<file path="src/rtl/hubris_isa_pkg.sv">
// hubris_isa_pkg: shared opcodes, invalid-instruction encoding and halt-state type
package hubris_isa_pkg;
  localparam logic [6:0] OPCODE_OP     = 7'b0110011;
  localparam logic [6:0] OPCODE_OP_IMM = 7'b0010011;
  localparam logic [6:0] OPCODE_LOAD   = 7'b0000011;
  localparam logic [6:0] OPCODE_STORE  = 7'b0100011;
  localparam logic [6:0] OPCODE_BRANCH = 7'b1100011;
  localparam logic [6:0] OPCODE_JAL    = 7'b1101111;
  localparam logic [6:0] OPCODE_JALR   = 7'b1100111;
  localparam logic [6:0] OPCODE_LUI    = 7'b0110111;
  localparam logic [6:0] OPCODE_AUIPC  = 7'b0010111;
  // The all-zero word doubles as the halt request: it never issues and starts the drain.
  localparam logic [31:0] INVALID_INST = 32'h0000_0000;
  typedef enum logic [1:0] {RUN, DRAIN, HALTED} halt_state_t;
endpackage

</file>
<file path="src/rtl/hazard_scoreboard_if.sv">
// hazard_scoreboard_if: ID-stage instruction in, issue/stall/halt out
interface hazard_scoreboard_if #(parameter int W = 32);
  logic         id_valid;
  logic [W-1:0] id_inst;
  logic         issue;
  logic         stall_id_if_pl;
  logic         stall_pc_increment;
  logic         halt;
  modport master (output id_valid, id_inst, input issue, stall_id_if_pl, stall_pc_increment, halt);
  modport slave  (input id_valid, id_inst, output issue, stall_id_if_pl, stall_pc_increment, halt);
endinterface

</file>
<file path="src/rtl/inst_reg_usage.sv">
// inst_reg_usage: opcode decode into register read/write usage and control class
module inst_reg_usage
  import hubris_isa_pkg::*;
(
  input  logic [6:0] opcode,
  output logic       rs1_used,
  output logic       rs2_used,
  output logic       rd_written,
  output logic       is_load,
  output logic       is_branch,
  output logic       is_jump
);
  assign is_load    = opcode == OPCODE_LOAD;
  assign is_branch  = opcode == OPCODE_BRANCH;
  assign is_jump    = opcode == OPCODE_JAL || opcode == OPCODE_JALR;
  assign rs2_used   = opcode == OPCODE_OP || is_branch || opcode == OPCODE_STORE;
  assign rs1_used   = rs2_used || opcode == OPCODE_OP_IMM || is_load || opcode == OPCODE_JALR;
  assign rd_written = opcode == OPCODE_OP || opcode == OPCODE_OP_IMM || opcode == OPCODE_LUI ||
                      opcode == OPCODE_AUIPC || is_jump || is_load;
endmodule

</file>
<file path="src/rtl/hazard_scoreboard.sv">
// hazard_scoreboard: ID issue control with per-register countdown scoreboard and halt drain
// HAZARD_FORWARD_EN: EX/MEM bypass present, only the load-use bubble stalls on data
module hazard_scoreboard
  import hubris_isa_pkg::*;
#(
  parameter int INST_WIDTH_IN_BIT = 32,
  parameter int NUM_REGS          = 32,
  parameter int ALU_LAT           = 2,
  parameter int LOAD_LAT          = 3,
  parameter int BRANCH_STALL      = 1,
  parameter int JUMP_STALL        = 2
) (
  input logic                clk,
  input logic                reset_n,
  hazard_scoreboard_if.slave bus
);
  localparam int MAXL = ALU_LAT > LOAD_LAT ? ALU_LAT : LOAD_LAT;
  localparam int CW   = $clog2((MAXL > 1 ? MAXL : 1) + 1);
  localparam int MAXC = BRANCH_STALL > JUMP_STALL ? BRANCH_STALL : JUMP_STALL;
  localparam int TW   = $clog2((MAXC > 1 ? MAXC : 1) + 1);
  localparam int RW   = $clog2(NUM_REGS);
  logic [CW-1:0] cnt [NUM_REGS];
  logic [TW-1:0] ctrl_cnt;
  halt_state_t   state, state_d;
  logic [RW-1:0] rs1, rs2, rd;
  logic rs1_used, rs2_used, rd_written, dec_load, is_branch, is_jump;
  logic busy1, busy2, hazard, invalid, all_idle, stall, rd_rec;
  assign rs1    = bus.id_inst[15 +: RW];
  assign rs2    = bus.id_inst[20 +: RW];
  assign rd     = bus.id_inst[7 +: RW];
  assign rd_rec = bus.issue && rd_written && rd != '0;
  inst_reg_usage u_dec (
    .opcode    (bus.id_inst[6:0]),
    .rs1_used  (rs1_used),
    .rs2_used  (rs2_used),
    .rd_written(rd_written),
    .is_load   (dec_load),
    .is_branch (is_branch),
    .is_jump   (is_jump)
  );
`ifdef HAZARD_FORWARD_EN
  // Producer kind only matters when ALU results can be bypassed.
  logic is_load [NUM_REGS];
  assign busy1 = is_load[rs1] && cnt[rs1] != '0 && cnt[rs1] >= CW'(LOAD_LAT);
  assign busy2 = is_load[rs2] && cnt[rs2] != '0 && cnt[rs2] >= CW'(LOAD_LAT);
  always_ff @(posedge clk or negedge reset_n)
    if (!reset_n)
      for (int r = 0; r < NUM_REGS; r++) is_load[r] <= 1'b0;
    else
      for (int r = 0; r < NUM_REGS; r++) is_load[r] <= rd_rec && rd == RW'(r) ? dec_load : is_load[r];
`else
  assign busy1 = cnt[rs1] != '0;
  assign busy2 = cnt[rs2] != '0;
`endif
  always_ff @(posedge clk or negedge reset_n)
    if (!reset_n) begin
      for (int r = 0; r < NUM_REGS; r++) cnt[r] <= '0;
      ctrl_cnt <= '0;
      state    <= RUN;
    end else begin
      for (int r = 0; r < NUM_REGS; r++)
        cnt[r] <= rd_rec && rd == RW'(r) ? (dec_load ? CW'(LOAD_LAT) : CW'(ALU_LAT)) :
                  cnt[r] != '0 ? cnt[r] - 1'b1 : cnt[r];
      ctrl_cnt <= bus.issue && (is_branch || is_jump) ? (is_branch ? TW'(BRANCH_STALL) : TW'(JUMP_STALL)) :
                  ctrl_cnt != '0 ? ctrl_cnt - 1'b1 : ctrl_cnt;
      state    <= state_d;
    end
  always_comb begin
    all_idle = 1'b1;
    for (int r = 0; r < NUM_REGS; r++) all_idle = all_idle && cnt[r] == '0;
    hazard  = bus.id_valid && ((rs1_used && rs1 != '0 && busy1) || (rs2_used && rs2 != '0 && busy2));
    invalid = bus.id_valid && bus.id_inst == INST_WIDTH_IN_BIT'(INVALID_INST);
    stall   = state != RUN || ctrl_cnt != '0 || hazard || invalid;
    state_d = state == RUN   ? (invalid && ctrl_cnt == '0 ? DRAIN : RUN) :
              state == DRAIN ? (all_idle && ctrl_cnt == '0 ? HALTED : DRAIN) : HALTED;
  end
  assign bus.issue              = bus.id_valid && !stall;
  assign bus.stall_id_if_pl     = stall;
  assign bus.stall_pc_increment = stall;
  assign bus.halt               = state == HALTED;
endmodule

</file>
<file path="src/flat_wrapper.sv">
// flat-port wrapper written by rule: the top's interface ports become plain ports
module hazard_scoreboard_flat import hubris_isa_pkg::*;
#(
  parameter int INST_WIDTH_IN_BIT = 32,
  parameter int NUM_REGS          = 32,
  parameter int ALU_LAT           = 2,
  parameter int LOAD_LAT          = 3,
  parameter int BRANCH_STALL      = 1,
  parameter int JUMP_STALL        = 2
)
  (clk, reset_n, bus_id_valid, bus_id_inst, bus_issue, bus_stall_id_if_pl, bus_stall_pc_increment, bus_halt);
  hazard_scoreboard_if bus_i ();
  input logic clk;
  input logic reset_n;
  input wire logic [$bits(bus_i.id_valid)-1:0] bus_id_valid;
  input wire logic [$bits(bus_i.id_inst)-1:0] bus_id_inst;
  output wire logic [$bits(bus_i.issue)-1:0] bus_issue;
  output wire logic [$bits(bus_i.stall_id_if_pl)-1:0] bus_stall_id_if_pl;
  output wire logic [$bits(bus_i.stall_pc_increment)-1:0] bus_stall_pc_increment;
  output wire logic [$bits(bus_i.halt)-1:0] bus_halt;
  assign bus_i.id_valid = bus_id_valid;
  assign bus_i.id_inst = bus_id_inst;
  assign bus_issue = bus_i.issue;
  assign bus_stall_id_if_pl = bus_i.stall_id_if_pl;
  assign bus_stall_pc_increment = bus_i.stall_pc_increment;
  assign bus_halt = bus_i.halt;
  hazard_scoreboard #(.INST_WIDTH_IN_BIT(INST_WIDTH_IN_BIT), .NUM_REGS(NUM_REGS), .ALU_LAT(ALU_LAT), .LOAD_LAT(LOAD_LAT), .BRANCH_STALL(BRANCH_STALL), .JUMP_STALL(JUMP_STALL)) u_core (.clk(clk), .reset_n(reset_n), .bus(bus_i));
endmodule
</file>
<file path="config.mk">
export PLATFORM = sky130hd
export DESIGN_NAME = hazard_scoreboard_flat
export DESIGN_NICKNAME = d
export VERILOG_FILES = /design/src/rtl/hubris_isa_pkg.sv /design/src/rtl/hazard_scoreboard_if.sv /design/src/rtl/inst_reg_usage.sv /design/src/rtl/hazard_scoreboard.sv /design/src/flat_wrapper.sv
export SDC_FILE = /design/constraint.sdc
export NUM_CORES = 1
export LEC_CHECK = 0
export ABC_CLOCK_PERIOD_IN_PS = 8690
export BUFFER_PORTS_ARGS = -buffer_cell sky130_fd_sc_hd__buf_2
export CAP_MARGIN = 20
export CORE_MARGIN = 2
export CORE_UTILIZATION = 63
export CTS_CLUSTER_DIAMETER = 30
export DETAILED_ROUTE_END_ITERATION = 12
export GPL_ROUTABILITY_DRIVEN = 0
export HOLD_SLACK_MARGIN = 0.03
export PLACE_DENSITY_LB_ADDON = 0.05
export SYNTH_ARGS = -nofsm -noshare
export SYNTH_HDL_FRONTEND = slang
export SYNTH_SLANG_ARGS = --single-unit
</file>
<file path="constraint.sdc">
create_clock -name clk -period 8.69 [get_ports clk]
set_input_delay 2.607 -clock clk [delete_from_list [all_inputs] [get_ports clk]]
set_output_delay 2.607 -clock clk [all_outputs]
set_load 0.005 [all_outputs]
</file>
Word level (Yosys, flattened, before mapping)
Cells that the tools add are included.

operators by class
  add/subtract/negate cells = 33
  magnitude comparators = 2
  muxes and demuxes = 78
  bitwise logic cells = 2
  reduce and logical (&&, ||, !) cells = 200
  eq/ne operators = 42

operators by type and width
  cell                 count
  $mux 2               74
  $reduce_bool 2->1    69
  $eq 5x5->1 const B   16
  $logic_and 1x1->1    75
  $logic_not 2->1      34
  $sub 2x1->2 const B  33
  $eq 5x4->1 const B   8
  $logic_not 32->1     1
  $eq 7x6->1 const B   3
  $eq 7x7->1 const B   3
  $bmux 2 s5           2
  $eq 5x3->1 const B   4
  $logic_or 1x1->1     16
  $reduce_bool 5->1    3
  $eq 7x5->1 const B   2
  $ge 6x6->1 const B   2
  $not 5->6            2
  $eq 5x2->1 const B   2
  $eq 7x2->1 const B   1
  $eq 5x1->1 const B   1
  $logic_not 5->1      1
  $eq 2x1->1 const B   1
  $eq 2x2->1 const B   1
  $mux 1               2
  $logic_not 1->1      1

storage, ports and cells
  output and inout bits = 4
  bits in registers = 68
  bits of input ports = 35
  word-level logic and storage cells = 391

Longest topological paths before layout
  word-level depth = 36
  gate-level depth with buffers = 12
  gate-level depth less buffers = 8

By module
Synthesis repeated with hierarchy kept, for this count alone.

unflattened totals
  cells, all modules = 534
  area, all modules = 5208.7 µm²

modules (own cells, without submodules)
  module             seq. area each (µm²)  times used  cells each  area an instance (µm²)
  hazard_scoreboard  1701.6                1           520         5103.6
  inst_reg_usage     0.0                   1           14          105.1

Worst setup path before layout
Ideal clock, no wire load.

  path type = input -> output
  from = input port bus_id_inst[17]
  to = output port bus_stall_pc_increment
  arrival = 4.582 ns
  setup slack = 1.501 ns
  data required time = 6.083 ns
  cell stages on the path = 11
  path buffers = 4
  cells stage by stage = buf_2 inv_2 mux4_2 o21a_1 a2111oi_0 or4_1 buf_4 buf_4 nand2_1 nand2_1 buf_4

between the ends
  word-level cells in the longest chain between the ends = 10
  elaborated cells between the ends (all ways) = 14
  classes of those cells = mux: 3; bitwise: 1; reduce/logical: 10

ends and longest elaborated chain
  element                                    line                     text
  start, declared                            flat_wrapper.sv:16       input wire logic [$bits(bus_i.id_inst)-1:0] bus_id_inst;
  $not 5->6 (not written as such)            hazard_scoreboard.sv:52  assign busy1 = cnt[rs1] != '0;
  $bmux 2 s5                                 hazard_scoreboard.sv:52
  $mux 2 (not written as such) (2 in a row)  hazard_scoreboard.sv:52
  $reduce_bool 2->1                          hazard_scoreboard.sv:52
  $logic_and 1x1->1                          hazard_scoreboard.sv:71  hazard = bus.id_valid && ((rs1_used && rs1 != '0 && busy1) || (rs2_used && rs2 != '0 && busy2));
  $logic_or 1x1->1                           hazard_scoreboard.sv:71
  $logic_and 1x1->1                          hazard_scoreboard.sv:71
  $logic_or 1x1->1                           hazard_scoreboard.sv:73  stall = state != RUN || ctrl_cnt != '0 || hazard || invalid;
  $logic_or 1x1->1 (*)                       hazard_scoreboard.sv:73
  end, declared                              flat_wrapper.sv:19       output wire logic [$bits(bus_i.stall_pc_increment)-1:0] bus_stall_pc_increment;

Every way passes the cells marked *; elsewhere a longest branch is shown, timed or not. The select of a mux whose other input is x is not followed.

Worst setup path after layout
  from = input port bus_id_inst[16]
  to = output port bus_stall_pc_increment

The elaborated chain is that of the path after synthesis.

==> metrics.txt <==
CTS buffer count 9; TNS Setup 0 ps; Synth area leaders dfrtp_1 (33%), ha_1 (8.0%), mux2i_1 (7.9%); Final period util 0.855; Final Hold Viols 0; status finished clean; area leader, netlist dfrtp_1; max-cap violations 0; Starting Density 0.641; hold buffers post-CTS 0; Rel. slew slack 0.334; worst reg2reg setup slack 5570 ps; crit-path max FO 30; Clk pwr share 0.143; worst min-delay path startpoint u_core.cnt[25]; Gates resized, CTS repair 0; first-pass GRT wire length 21.5 mm; Crit path required time 6080 ps; Leakage 2.45 nW; clk buf depth 2; Mean Syn Cell Area 9.00 µm²; fin crit period 7430 ps; reg2reg end u_core.cnt[58]; Via density 6.33; met3 GRT Util 0.0487; Fin Clk Skew 16.6 ps; Mapped Cells 576; Worst Hold Depth 1; Most Crowded Layer GR met2; core area 8090 µm²; ANT nets after route 0; met1 Track Usage GR 0.424; drt initial violations 394; Setup crit end kind primary output; vias in the first global route 4338; via count 4496; TritonCTS clock tree yes; Sw Pwr 0.767 mW; postcts setup bufs 0; IO Pins 39; commonest cells in the netlist inv_1 (69), dfrtp_1 (68), nor2_1 (47); initial antenna violation count 0; Die Ht 94.7 µm; Hold WC Path Type register to register; RSZ-0062 raised after global routing no; Synth Register Bits 68; nets 669; CTS Root Cell clkbuf_8; sequential share of power 0.364; port bufs 38; switching portion of total power 0.421; Synth Net Count 644; First-pass DRT Iterations 6; Final HPWL DP 9.90 mm; EDFF count, synth 0; Min-Delay Endpoint u_core.cnt[25]; internal power 1.05 mW; worst skew pair latency 350 ps; Async SR Flop Fraction 1.00; Max Slew Vio Count 0; Post-Route WL 13.3 mm; Synthesis Warnings 0; DRC violations left 0; final setup violation count 0; # H-tree levels 3; Critical R2R Launch u_core.cnt[27]; Fill cells 681; global routing met2 resource utilization 0.505; CP Data Arrival Time 4820 ps; most common cell in the netlist inv_1; register area share after synthesis 0.328; largest net degree at the start of global routing 69; Sink Count 68; DIE AREA 8970 µm²; Synth Cell Area 5180 µm²; worst slew pin tran 995 ps; share of Yosys cell area claimed by the top area cell type 0.328; wire per inst 18.7 µm; P per Cell Area 326 nW/µm²; Crit Path Class input pin to primary output; clk slew on worst S/H paths 70 ps; Reg2Reg Depth 8; total power 1.82 mW; # diodes 0; main flop type after synthesis dfrtp_1; peak supply drop 0.184 mV; Synth-to-Final Area Change 7.80%; Peak Freq 0.135 GHz; layout cells sized above 1 0.154; grt ovf 0; CP Launch Type input pin; GR Util All Layers 0.316; Comb pwr share 0.493; Die Width 94.7 µm; Yosys cell types 54; Std-Cell Rows 33
## worst max-delay path by stage
stage                     depth (start not counted)                     end  slack, ps             from
after detailed placement                          9  bus_stall_pc_increment       1340  bus_id_inst[16]
after CTS                                         9  bus_stall_pc_increment       1330  bus_id_inst[16]
after floorplan                                  11  bus_stall_pc_increment       1500  bus_id_inst[17]
final                                             9  bus_stall_pc_increment       1260  bus_id_inst[16]
after global routing                              9  bus_stall_pc_increment       1120  bus_id_inst[16]
after global placement                            8  bus_stall_pc_increment       1370  bus_id_inst[16]
## power groups by stage
stage               Sequential [mW]  Clock (mW)  Combinational, mW
CTS                           0.658       0.265              0.901
finish                        0.664       0.260              0.899
floorplan                     0.610           0              0.709
global route                  0.680       0.276               1.02
global placement              0.657           0              0.827
detailed placement            0.663           0              0.893
## registers in the layout (all words and copies together) (netlist names)
| name | count |
|---|---|
| u_core.ctrl_cnt | 2 |
| u_core.state | 2 |
| u_core.cnt | 64 |
## kinds of logic after synthesis
group | share of synthesized area
compound gates | 0.102
simple gates | 0.265
mux | 0.0879
fa+ha+maj | 0.0797
xor+xnor | 0.0558
buf+inv | 0.0818
flops | 0.328
## cell type report
type                            count  area (µm²)  area share
Clock inverter                      2        35.0     0.00627
Inverter                           70         263      0.0470
Clock buffer                       13         149      0.0266
Tap cell                          105         131      0.0235
Multi-Input combinational cell    409        3070       0.550
Sequential cell                    68        1700       0.305
Timing Repair Buffer               43         235      0.0421
## cells in the final DEF (no fill, tap or decap), types with 5 or more instances in the layout
cell and count:
a211o_1 19, a21oi_1 5, a31oi_1 7, buf_2 38, clkbuf_8 10, dfrtp_1 68
ha_1 33, inv_1 69, mux2i_1 41, nand2_1 16, nand3_1 35, nand4_1 8
nor2_1 47, nor3_1 28, nor3_2 27, nor3b_1 11, nor4_1 15, nor4b_1 9
o211ai_1 5, o21ai_0 10, or2_1 10, xor2_1 31
## worst max-delay path, stage by stage
cell and delay (ps):
buf_2 440, nor4bb_1 360, nor4b_1 90, a22oi_1 220
a31oi_1 100, or4_2 690, nand2_1 100, nand2_1 60
buf_2 140
## metrics by stage
| stage | hold WS [ps] | area (µm²) | util | worst slack [ps] | cells |
|---|---|---|---|---|---|
| 6_report | 500 | 5590 | 0.690 | 1260 | 710 |
| 5_1_grt | 534 | 5590 | 0.690 | 1120 | 710 |
| 4_1_cts | 500 | 5570 | 0.689 | 1330 | 709 |
| 3_5_place_dp | 483 | 5390 | 0.666 | 1340 | 694 |
| 3_3_place_gp | 482 | 5390 | 0.666 | 1370 | 694 |
| 2_1_floorplan | 462 | 5180 | - | 1500 | 576 |
## metal layers
metal  share of wire  up-vias  routed length [µm]
li1                -     2111                   -
met1            0.45     2169                5910
met2            0.46      183                6150
met3           0.058       33                 764
met4           0.033        0                 437
met5               0        -                   0
(Power assumes the default switching activity.)
